$ cat src/rtl/fa_nbits_pipe_if.sv
// fa_nbits_pipe_if: operand/result handshake bundle for fa_nbits_pipe.
//   master : operand source and result consumer side
//   slave  : adder pipeline side
//   in_valid/in_ready  operand transfer, port_a/port_b/cin/sub operands
//   out_valid/out_ready result transfer, port_sum/port_cout/ovf result
interface fa_nbits_pipe_if #(
   parameter int unsigned DATA_WIDTH = 8
);
   logic                  fa_pipe_in_valid;
   logic                  fa_pipe_in_ready;
   logic [DATA_WIDTH-1:0] fa_pipe_port_a;
   logic [DATA_WIDTH-1:0] fa_pipe_port_b;
   logic                  fa_pipe_cin;
   logic                  fa_pipe_sub;
   logic                  fa_pipe_out_valid;
   logic                  fa_pipe_out_ready;
   logic [DATA_WIDTH-1:0] fa_pipe_port_sum;
   logic                  fa_pipe_port_cout;
   logic                  fa_pipe_ovf;

   modport master (
      output fa_pipe_in_valid, fa_pipe_port_a, fa_pipe_port_b, fa_pipe_cin,
             fa_pipe_sub, fa_pipe_out_ready,
      input  fa_pipe_in_ready, fa_pipe_out_valid, fa_pipe_port_sum,
             fa_pipe_port_cout, fa_pipe_ovf
   );

   modport slave (
      input  fa_pipe_in_valid, fa_pipe_port_a, fa_pipe_port_b, fa_pipe_cin,
             fa_pipe_sub, fa_pipe_out_ready,
      output fa_pipe_in_ready, fa_pipe_out_valid, fa_pipe_port_sum,
             fa_pipe_port_cout, fa_pipe_ovf
   );
endinterface

$ cat src/rtl/fa_nbits_pipe.sv
// fa_nbits_pipe: pipelined N-bit adder/subtractor. The carry chain is cut
// into STAGES chunks of W = DATA_WIDTH/STAGES bits; stage k adds chunk k and
// registers it with the carry for stage k+1. One result per clock, global
// stall when the result is held by the consumer.
//   clk  : rising-edge clock
//   rst  : synchronous active-high reset
//   bus  : fa_nbits_pipe_if.slave (operands in, result/cout/ovf out)
module fa_nbits_pipe #(
   parameter int unsigned DATA_WIDTH = 8,
   parameter int unsigned STAGES     = 2
) (
   input logic            clk,
   input logic            rst,
   fa_nbits_pipe_if.slave bus
);
   localparam int unsigned W = DATA_WIDTH / STAGES;

   if (DATA_WIDTH < 2 || STAGES < 1 || STAGES > DATA_WIDTH ||
       (DATA_WIDTH % STAGES) != 0) begin : g_bad_cfg
      $error("fa_nbits_pipe: illegal DATA_WIDTH/STAGES combination");
   end

   // Per-stage registers: operands travel with the data (B already
   // mode-inverted), s_q collects completed chunks, c_q is the chunk carry.
   logic [DATA_WIDTH-1:0] a_q [STAGES];
   logic [DATA_WIDTH-1:0] b_q [STAGES];
   logic [DATA_WIDTH-1:0] s_q [STAGES];
   logic                  c_q [STAGES];
   logic                  v_q [STAGES];
   logic                  ovf_q;

   logic [DATA_WIDTH-1:0] a_d [STAGES];
   logic [DATA_WIDTH-1:0] b_d [STAGES];
   logic [DATA_WIDTH-1:0] s_d [STAGES];
   logic                  c_d [STAGES];
   logic                  v_d [STAGES];
   logic                  ovf_d;

   logic                  advance;
   logic [DATA_WIDTH-1:0] op_a, op_b, op_s;
   logic                  op_c, op_v;
   logic [W:0]            chunk;

   always_comb begin
      advance = !v_q[STAGES-1] || bus.fa_pipe_out_ready;
      ovf_d   = 1'b0;
      op_a    = '0;
      op_b    = '0;
      op_s    = '0;
      op_c    = 1'b0;
      op_v    = 1'b0;
      chunk   = '0;
      for (int unsigned k = 0; k < STAGES; k++) begin
         if (k == 0) begin
            // Subtract folds into an add here: A + ~B + ~cin.
            op_a = bus.fa_pipe_port_a;
            op_b = bus.fa_pipe_port_b ^ {DATA_WIDTH{bus.fa_pipe_sub}};
            op_c = bus.fa_pipe_cin ^ bus.fa_pipe_sub;
            op_s = '0;
            op_v = bus.fa_pipe_in_valid;
         end else begin
            op_a = a_q[k-1];
            op_b = b_q[k-1];
            op_c = c_q[k-1];
            op_s = s_q[k-1];
            op_v = v_q[k-1];
         end
         chunk = {1'b0, op_a[k*W +: W]} + {1'b0, op_b[k*W +: W]} + {{W{1'b0}}, op_c};
         a_d[k] = op_a;
         b_d[k] = op_b;
         s_d[k] = op_s;
         s_d[k][k*W +: W] = chunk[W-1:0];
         c_d[k] = chunk[W];
         v_d[k] = op_v;
         // Carry into the MSB is recovered from the MSB sum bit and its
         // operands, so the overflow needs no extra split of the last chunk.
         if (k == STAGES - 1) begin
            ovf_d = chunk[W] ^ chunk[W-1] ^ op_a[DATA_WIDTH-1] ^ op_b[DATA_WIDTH-1];
         end
      end
   end

   always_ff @(posedge clk) begin
      if (rst) begin
         for (int unsigned k = 0; k < STAGES; k++) begin
            a_q[k] <= '0;
            b_q[k] <= '0;
            s_q[k] <= '0;
            c_q[k] <= 1'b0;
            v_q[k] <= 1'b0;
         end
         ovf_q <= 1'b0;
      end else if (advance) begin
         for (int unsigned k = 0; k < STAGES; k++) begin
            a_q[k] <= a_d[k];
            b_q[k] <= b_d[k];
            s_q[k] <= s_d[k];
            c_q[k] <= c_d[k];
            v_q[k] <= v_d[k];
         end
         ovf_q <= ovf_d;
      end
   end

   assign bus.fa_pipe_in_ready  = advance;
   assign bus.fa_pipe_out_valid = v_q[STAGES-1];
   assign bus.fa_pipe_port_sum  = s_q[STAGES-1];
   assign bus.fa_pipe_port_cout = c_q[STAGES-1];
   assign bus.fa_pipe_ovf       = ovf_q;
endmodule

$ cat src/flat_wrapper.sv
// flat-port wrapper written by rule: the top's interface ports become plain ports
module fa_nbits_pipe_flat 
#(
   parameter int unsigned DATA_WIDTH = 8,
   parameter int unsigned STAGES     = 2
)
  (clk, rst, bus_fa_pipe_in_valid, bus_fa_pipe_port_a, bus_fa_pipe_port_b, bus_fa_pipe_cin, bus_fa_pipe_sub, bus_fa_pipe_out_ready, bus_fa_pipe_in_ready, bus_fa_pipe_out_valid, bus_fa_pipe_port_sum, bus_fa_pipe_port_cout, bus_fa_pipe_ovf);
  fa_nbits_pipe_if #(.DATA_WIDTH(DATA_WIDTH)) bus_i ();
  input logic clk;
  input logic rst;
  input wire logic [$bits(bus_i.fa_pipe_in_valid)-1:0] bus_fa_pipe_in_valid;
  input wire logic [$bits(bus_i.fa_pipe_port_a)-1:0] bus_fa_pipe_port_a;
  input wire logic [$bits(bus_i.fa_pipe_port_b)-1:0] bus_fa_pipe_port_b;
  input wire logic [$bits(bus_i.fa_pipe_cin)-1:0] bus_fa_pipe_cin;
  input wire logic [$bits(bus_i.fa_pipe_sub)-1:0] bus_fa_pipe_sub;
  input wire logic [$bits(bus_i.fa_pipe_out_ready)-1:0] bus_fa_pipe_out_ready;
  output wire logic [$bits(bus_i.fa_pipe_in_ready)-1:0] bus_fa_pipe_in_ready;
  output wire logic [$bits(bus_i.fa_pipe_out_valid)-1:0] bus_fa_pipe_out_valid;
  output wire logic [$bits(bus_i.fa_pipe_port_sum)-1:0] bus_fa_pipe_port_sum;
  output wire logic [$bits(bus_i.fa_pipe_port_cout)-1:0] bus_fa_pipe_port_cout;
  output wire logic [$bits(bus_i.fa_pipe_ovf)-1:0] bus_fa_pipe_ovf;
  assign bus_i.fa_pipe_in_valid = bus_fa_pipe_in_valid;
  assign bus_i.fa_pipe_port_a = bus_fa_pipe_port_a;
  assign bus_i.fa_pipe_port_b = bus_fa_pipe_port_b;
  assign bus_i.fa_pipe_cin = bus_fa_pipe_cin;
  assign bus_i.fa_pipe_sub = bus_fa_pipe_sub;
  assign bus_i.fa_pipe_out_ready = bus_fa_pipe_out_ready;
  assign bus_fa_pipe_in_ready = bus_i.fa_pipe_in_ready;
  assign bus_fa_pipe_out_valid = bus_i.fa_pipe_out_valid;
  assign bus_fa_pipe_port_sum = bus_i.fa_pipe_port_sum;
  assign bus_fa_pipe_port_cout = bus_i.fa_pipe_port_cout;
  assign bus_fa_pipe_ovf = bus_i.fa_pipe_ovf;
  fa_nbits_pipe #(.DATA_WIDTH(DATA_WIDTH), .STAGES(STAGES)) u_core (.clk(clk), .rst(rst), .bus(bus_i));
endmodule
$ cat config.mk
export PLATFORM = sky130hd
export DESIGN_NAME = fa_nbits_pipe_flat
export DESIGN_NICKNAME = d
export VERILOG_FILES = /design/src/rtl/fa_nbits_pipe_if.sv /design/src/rtl/fa_nbits_pipe.sv /design/src/flat_wrapper.sv
export SDC_FILE = /design/constraint.sdc
export NUM_CORES = 1
export LEC_CHECK = 0
export BUFFER_PORTS_ARGS = -buffer_cell sky130_fd_sc_hd__buf_2
export CORE_ASPECT_RATIO = 1.75
export CORE_MARGIN = 2
export CORE_UTILIZATION = 46
export CTS_CLUSTER_SIZE = 10
export DETAILED_ROUTE_END_ITERATION = 8
export PLACE_DENSITY_LB_ADDON = 0.05
export SETUP_SLACK_MARGIN = 0.05
export SKIP_CTS_REPAIR_TIMING = 1
export SLEW_MARGIN = 20
export SYNTH_ARGS = -nofsm -noshare
export SYNTH_HDL_FRONTEND = slang
export SYNTH_SLANG_ARGS = --single-unit
$ cat constraint.sdc
create_clock -name clk -period 1.9 [get_ports clk]
set_input_delay 0.19 -clock clk [delete_from_list [all_inputs] [get_ports clk]]
set_output_delay 0.19 -clock clk [all_outputs]
set_load 0.005 [all_outputs]
==> impl_metrics.json, run 1 <==
{
  "end_kind": "flip-flop",
  "cap_viol_max_count": 0,
  "min_period_over_period": 0.983,
  "cpPeakStageDelay_ps": 420,
  "htree_levels": 1,
  "grt_max_degree": 25,
  "power_w": 0.00130,
  "holdPathEnd": "u_core.bus.fa_pipe_ovf",
  "drtAntennaViolNets": 0,
  "ys.warnings.count": 0,
  "worstPathMaxFanout": 2,
  "core_um2": 2720,
  "min-delay-start": "rst",
  "crit_chain": "fa_2 > inv_2 > fa_2 > nand2b_4 > a21oi_4 > xnor2_2 > xor2_1 > a211oi_2",
  "dp_hpwl_um": 1710,
  "syn_area_um2": 1310,
  "numCtsBuffers": 3,
  "reg2reg_slack_ps": 30,
  "startpoint": "u_core.a_q[0][4]",
  "crit_top_cell": "fa_2",
  "nets": 172,
  "grt_pass1_wl_um": 3260,
  "synthMuxAreaShare": 0,
  "rsz0062_at_grt": "yes",
  "status": "finished, final reports clean",
  "clk-insertion-delay-late_ps": 270,
  "place_congestion": 0.753,
  "skew_ps": 3.77,
  "routed_wl_um": 2160,
  "layout_common_cells": "buf_2, edfxtp_1, and2_1, nor2_1, xor2_1",
  "max_freq_ghz": 0.535,
  "gr-total-overflow": 0,
  "worstPathRequired_ps": 2090,
  "synthCells": 101,
  "post-route-min-period_ps": 1870,
  "dp.cells": 161,
  "avgSynthCellArea_um2": 13.0,
  "worstReg2RegEnd": "u_core.bus.fa_pipe_ovf",
  "drc": 0,
  "grt_util_all_layers": 0.140,
  "mostFrequentLayoutCell": "buf_2",
  "reg2reg_depth": 8,
  "clockBufferDepth": 2,
  "cp_top_family": "adder cells",
  "power_density_nw_per_um2": 814,
  "clock-root-buffer": "clkbuf_8",
  "wl_per_cell_um": 13.0,
  "die_x_um": 44.3,
  "synth_compound_area_frac": 0.0430,
  "dieArea_um2": 3300,
  "critical_path_arrival_ps": 2060,
  "synth.area.top_cells": "edfxtp_1, fa_1, xor2_1",
  "finalHoldViolations": 0,
  "clk_transition_reported_paths_ps": 80,
  "cp_num_buf_inv": 1,
  "synth_seq_area_share": 0.566,
  "syn_nets": 133,
  "synth_top_family_by_area": "simple AND/OR/NAND/NOR gates",
  "drt-initial-drc-count": 7,
  "antenna_cells": 0,
  "ys_seq_elements": 25,
  "synthAdderAreaFrac": 0.119,
  "setup_violations": 0,
  "rows": 25,
  "slew_violations": 0,
  "maxSlewHeadroom": 0.629,
  "worstSetupPathType": "flip-flop to flip-flop",
  "finalSetupTns_ps": 0,
  "hp-class": "input pin to flip-flop",
  "critPathLaunchType": "flip-flop",
  "fp.dieH_um": 74.6,
  "start_util": 0.481,
  "ir_drop_v": 0.000476,
  "yosys.area_share.simple": 0.137,
  "synth_top_area_share": 0.551,
  "yosysTopAreaCell": "edfxtp_1",
  "area_growth_syn_to_layout_pct": 22.4,
  "antenna_found_initial": 0,
  "drive_above_1_share": 0.374,
  "whs_path_depth": 2,
  "pin_count": 34,
  "grt_pass1_vias": 804,
  "cts_tree": "yes",
  "dr.pass1.iters": 2,
  "synthDistinctLibCells": 23,
  "final_util": 0.589,
  "cts_sinks": 25,
  "reg2reg_from": "u_core.a_q[0][4]",
  "portBuffers": 33,
  "vias": 827,
  "viasPerCell": 4.98,
  "synthXorXnorAreaFrac": 0.106,
  "p_leak_nw": 0.742,
  "worst_pin_slew_ps": 557,
  "crit_path_top_delay_cell": "fa_2",
  "stdcell_count": 166
}
-- cell usage after synthesis, drive strengths merged --
library cell  count
a211oi            1
dfxtp             1
edfxtp           24
xnor2             6
o21ai             1
a21oi             4
nand2b            3
a21o              2
clkbuf            2
nor3              1
inv               7
fa                4
and2             13
nor2b             3
buf               1
nor2             12
or2               1
ha                6
xor2              9
-- worst max path at each step --
stage | depth (start not counted) | slack [ps] | endpoint
3_5_place_dp | 8 | -8 | u_core.bus.fa_pipe_ovf
2_1_floorplan | 8 | 100 | u_core.bus.fa_pipe_ovf
5_1_grt | 8 | -80 | u_core.bus.fa_pipe_ovf
6_report | 8 | 30 | u_core.bus.fa_pipe_ovf
3_3_place_gp | 8 | 60 | u_core.bus.fa_pipe_ovf
4_1_cts | 8 | -40 | u_core.bus.fa_pipe_ovf
-- cell type report --
type,instances,area [µm²]
Fill cell,249,1120
Sequential cell,25,741
Multi-Input combinational cell,66,557
Timing Repair Buffer,37,195
Clock buffer,3,41.3
Tap cell,27,33.8
Inverter,7,26.3
Clock inverter,1,7.51
-- metal layers --
layer  part of all wire  track usage  wire (µm)  up-vias
li1                   -            -          -      408
met1               0.34        0.136        728      391
met2               0.61        0.265       1310       23
met3              0.031       0.0218         68        5
met4              0.024       0.0808         51        0
met5                  0            0          0        -
-- report_power, final --
group / switching, W / leakage [nW] / internal [W]
combinational: 0.000137 / 0.433 / 0.000144
sequential: 0.0000223 / 0.288 / 0.000682
clock: 0.000170 / 0.0217 / 0.000149
total: 0.000329 / 0.742 / 0.000975
-- cells by family (layout without fill, tap and decap cells) --
logic type,count (synthesis),count (layout)
buffers and inverters,10,48
DFF,25,25
xor gates and xnor gates,15,15
adders and majority gates,10,10
AOI/OAI and AO/OA,8,8
and+or+nand+nor,33,33
-- sequential cells by signal, summed over array words and instances (netlist names) --
name	cells
u_core.a_q	4
u_core.b_q	4
u_core.bus.fa_pipe_ovf	1
u_core.c_q	2
u_core.s_q	12
u_core.v_q	2
-- stage by stage --
| step | hold WS (ps) | setup slack (ps) | cell area [µm²] |
|---|---|---|---|
| after detailed placement | 395 | -7.51 | 1520 |
| after global routing | 107 | -82.0 | 1600 |
| final | 111 | 31.7 | 1600 |
| after global placement | 395 | 58.0 | 1520 |
| after CTS | 104 | -41.6 | 1570 |
| after floorplan | 255 | 102 | 1310 |
Power figures use the tool's default switching activity.
==> run 2, diff against run 1 <==
--- a/config.mk
+++ b/config.mk
@@ -8,7 +8,7 @@
 export BUFFER_PORTS_ARGS = -buffer_cell sky130_fd_sc_hd__buf_2
 export CORE_ASPECT_RATIO = 1.75
 export CORE_MARGIN = 2
-export CORE_UTILIZATION = 46
+export CORE_UTILIZATION = 51
 export CTS_CLUSTER_SIZE = 10
 export DETAILED_ROUTE_END_ITERATION = 8
 export PLACE_DENSITY_LB_ADDON = 0.05
==> constraint.sdc (replaced) <==
create_clock -name clk -period 2.1 [get_ports clk]
set_input_delay 0.21 -clock clk [delete_from_list [all_inputs] [get_ports clk]]
set_output_delay 0.21 -clock clk [all_outputs]
set_load 0.005 [all_outputs]
==> run 2 against run 1 <==
  * Register-to-register slack better by 140 ps
  * Largest cell class unchanged
  * Critical path depth unchanged
  * Core utilization up 4.8 points
  * Highest routed layer unchanged
  * Sequential power down 9.4%
  * Final cell count down 1.8%
  * Clock power down 13%
  * Flip-flop and latch count unchanged
==> impl_metrics.json, run 2 (synthesis gave the netlist of run 1 again) <==
{
  "status": "finished, final reports clean",
  "clock-root-buffer": "clkbuf_8",
  "end_kind": "flip-flop",
  "critical_path_arrival_ps": 2120,
  "gr-total-overflow": 0,
  "power_density_nw_per_um2": 736,
  "cap_viol_max_count": 0,
  "portBuffers": 33,
  "wl_per_cell_um": 12.7,
  "grt_max_degree": 25,
  "dieArea_um2": 3000,
  "grt_pass1_wl_um": 3540,
  "min_period_over_period": 0.916,
  "routed-wl-met2_um": 1200,
  "drt-initial-drc-count": 22,
  "hold_slack_ps": 145,
  "numCtsBuffers": 3,
  "cpPeakStageDelay_ps": 410,
  "cp_top_family": "adder cells",
  "clk_transition_reported_paths_ps": 80,
  "grt_util_all_layers": 0.158,
  "largest_reg_flops": 12,
  "multi_input_area_um2": 542,
  "crit_path_top_delay_cell": "edfxtp_1",
  "routed_wl_um": 2080,
  "wl_met3_um": 114,
  "fp.dieH_um": 71.0,
  "wl_met1_um": 725,
  "rows": 24,
  "highest_layer": "met4",
  "post-route-min-period_ps": 1920,
  "reg2reg_slack_ps": 180,
  "worst_pin_slew_ps": 552,
  "drtAntennaViolNets": 0,
  "crit_chain": "fa_2 > inv_1 > fa_2 > nand2b_1 > a21oi_2 > xnor2_2 > xor2_1 > a211oi_2",
  "core_um2": 2460,
  "final_util": 0.636,
  "crit_top_cell": "fa_2",
  "reg_top3": "u_core.s_q (12), u_core.a_q (4), u_core.b_q (4)",
  "antenna_cells": 0,
  "cts_tree": "yes",
  "finalSetupTns_ps": 0,
  "worstPathMaxFanout": 2,
  "clk-insertion-delay-late_ps": 260,
  "fill_cells": 220,
  "largest_register": "u_core.s_q",
  "place_congestion": 0.712,
  "rsz0062_at_grt": "no",
  "layout_common_cells": "buf_2, edfxtp_1, and2_1, nor2_1, xor2_1",
  "vias": 811,
  "slew_violations": 0,
  "regArea_um2": 741,
  "pin_count": 34,
  "die_x_um": 42.3,
  "setup_violations": 0,
  "finalHoldViolations": 0,
  "max_freq_ghz": 0.520,
  "start_util": 0.532,
  "htree_levels": 1,
  "viasPerCell": 4.98,
  "drive_above_1_share": 0.343,
  "worstPathRequired_ps": 2290,
  "maxSlewHeadroom": 0.632,
  "ir_drop_v": 0.000448,
  "p_leak_nw": 0.724,
  "cts_sinks": 25,
  "clockBufferDepth": 2,
  "drc": 0,
  "critPathLaunchType": "flip-flop",
  "mostFrequentLayoutCell": "buf_2",
  "hp-class": "input pin to flip-flop",
  "dr.pass1.iters": 4,
  "worstSetupPathType": "flip-flop to flip-flop",
  "area_growth_syn_to_layout_pct": 19.7,
  "skew_ps": 4.25,
  "nets": 170,
  "antenna_found_initial": 0,
  "cp_num_buf_inv": 1,
  "grt_pass1_vias": 868
}
run 2: path summary, 6_finish.rpt:
| kind | from | end | cells past startpoint |
|---|---|---|---|
| max | u_core.c_q[0][0] | u_core.bus.fa_pipe_ovf | 8 |
| max reg2reg | u_core.c_q[0][0] | u_core.bus.fa_pipe_ovf | 8 |
| min reg2reg | u_core.s_q[0][2] | u_core.s_q[0][10] | 1 |
| min | rst | u_core.bus.fa_pipe_ovf | 2 |
run 2: layout make-up:
cell class,count,share of cell area
tap,26,0.0208
sequential,25,0.473
clock buffer,4,0.0288
multi-input combinational,66,0.346
inverter,7,0.0168
timing repair buffer,35,0.115
run 2: power by group:
part / internal [W] / switching (W) / leakage, nW
logic: 0.000121 / 0.000117 / 0.414
clock network: 0.000135 / 0.000141 / 0.0228
registers: 0.000617 / 0.0000207 / 0.288
total: 0.000874 / 0.000279 / 0.724
run 2: per-stage QoR:
step	cell area [µm²]	cells	setup slack (ps)	total power [W]
floorplan	1310	101	302	0.000798
global placement	1510	159	255	0.000872
detailed placement	1510	159	112	0.000885
CTS	1550	163	79.1	0.00116
global route	1570	163	88.8	0.00123
finish	1570	163	176	0.00115
run 2: worst reg2reg max path, stage by stage (launching register included):
cell and delay (ps):
edfxtp_1 410, fa_2 400, inv_1 80, fa_2 210
nand2b_1 130, a21oi_2 80, xnor2_2 150, xor2_1 180
a211oi_2 210
run 2: per-layer routing:
layer  GRT usage  vias to the layer above
li1            -                      405
met1       0.153                      372
met2       0.301                       30
met3      0.0128                        4
met4       0.108                        0
met5           0                        -
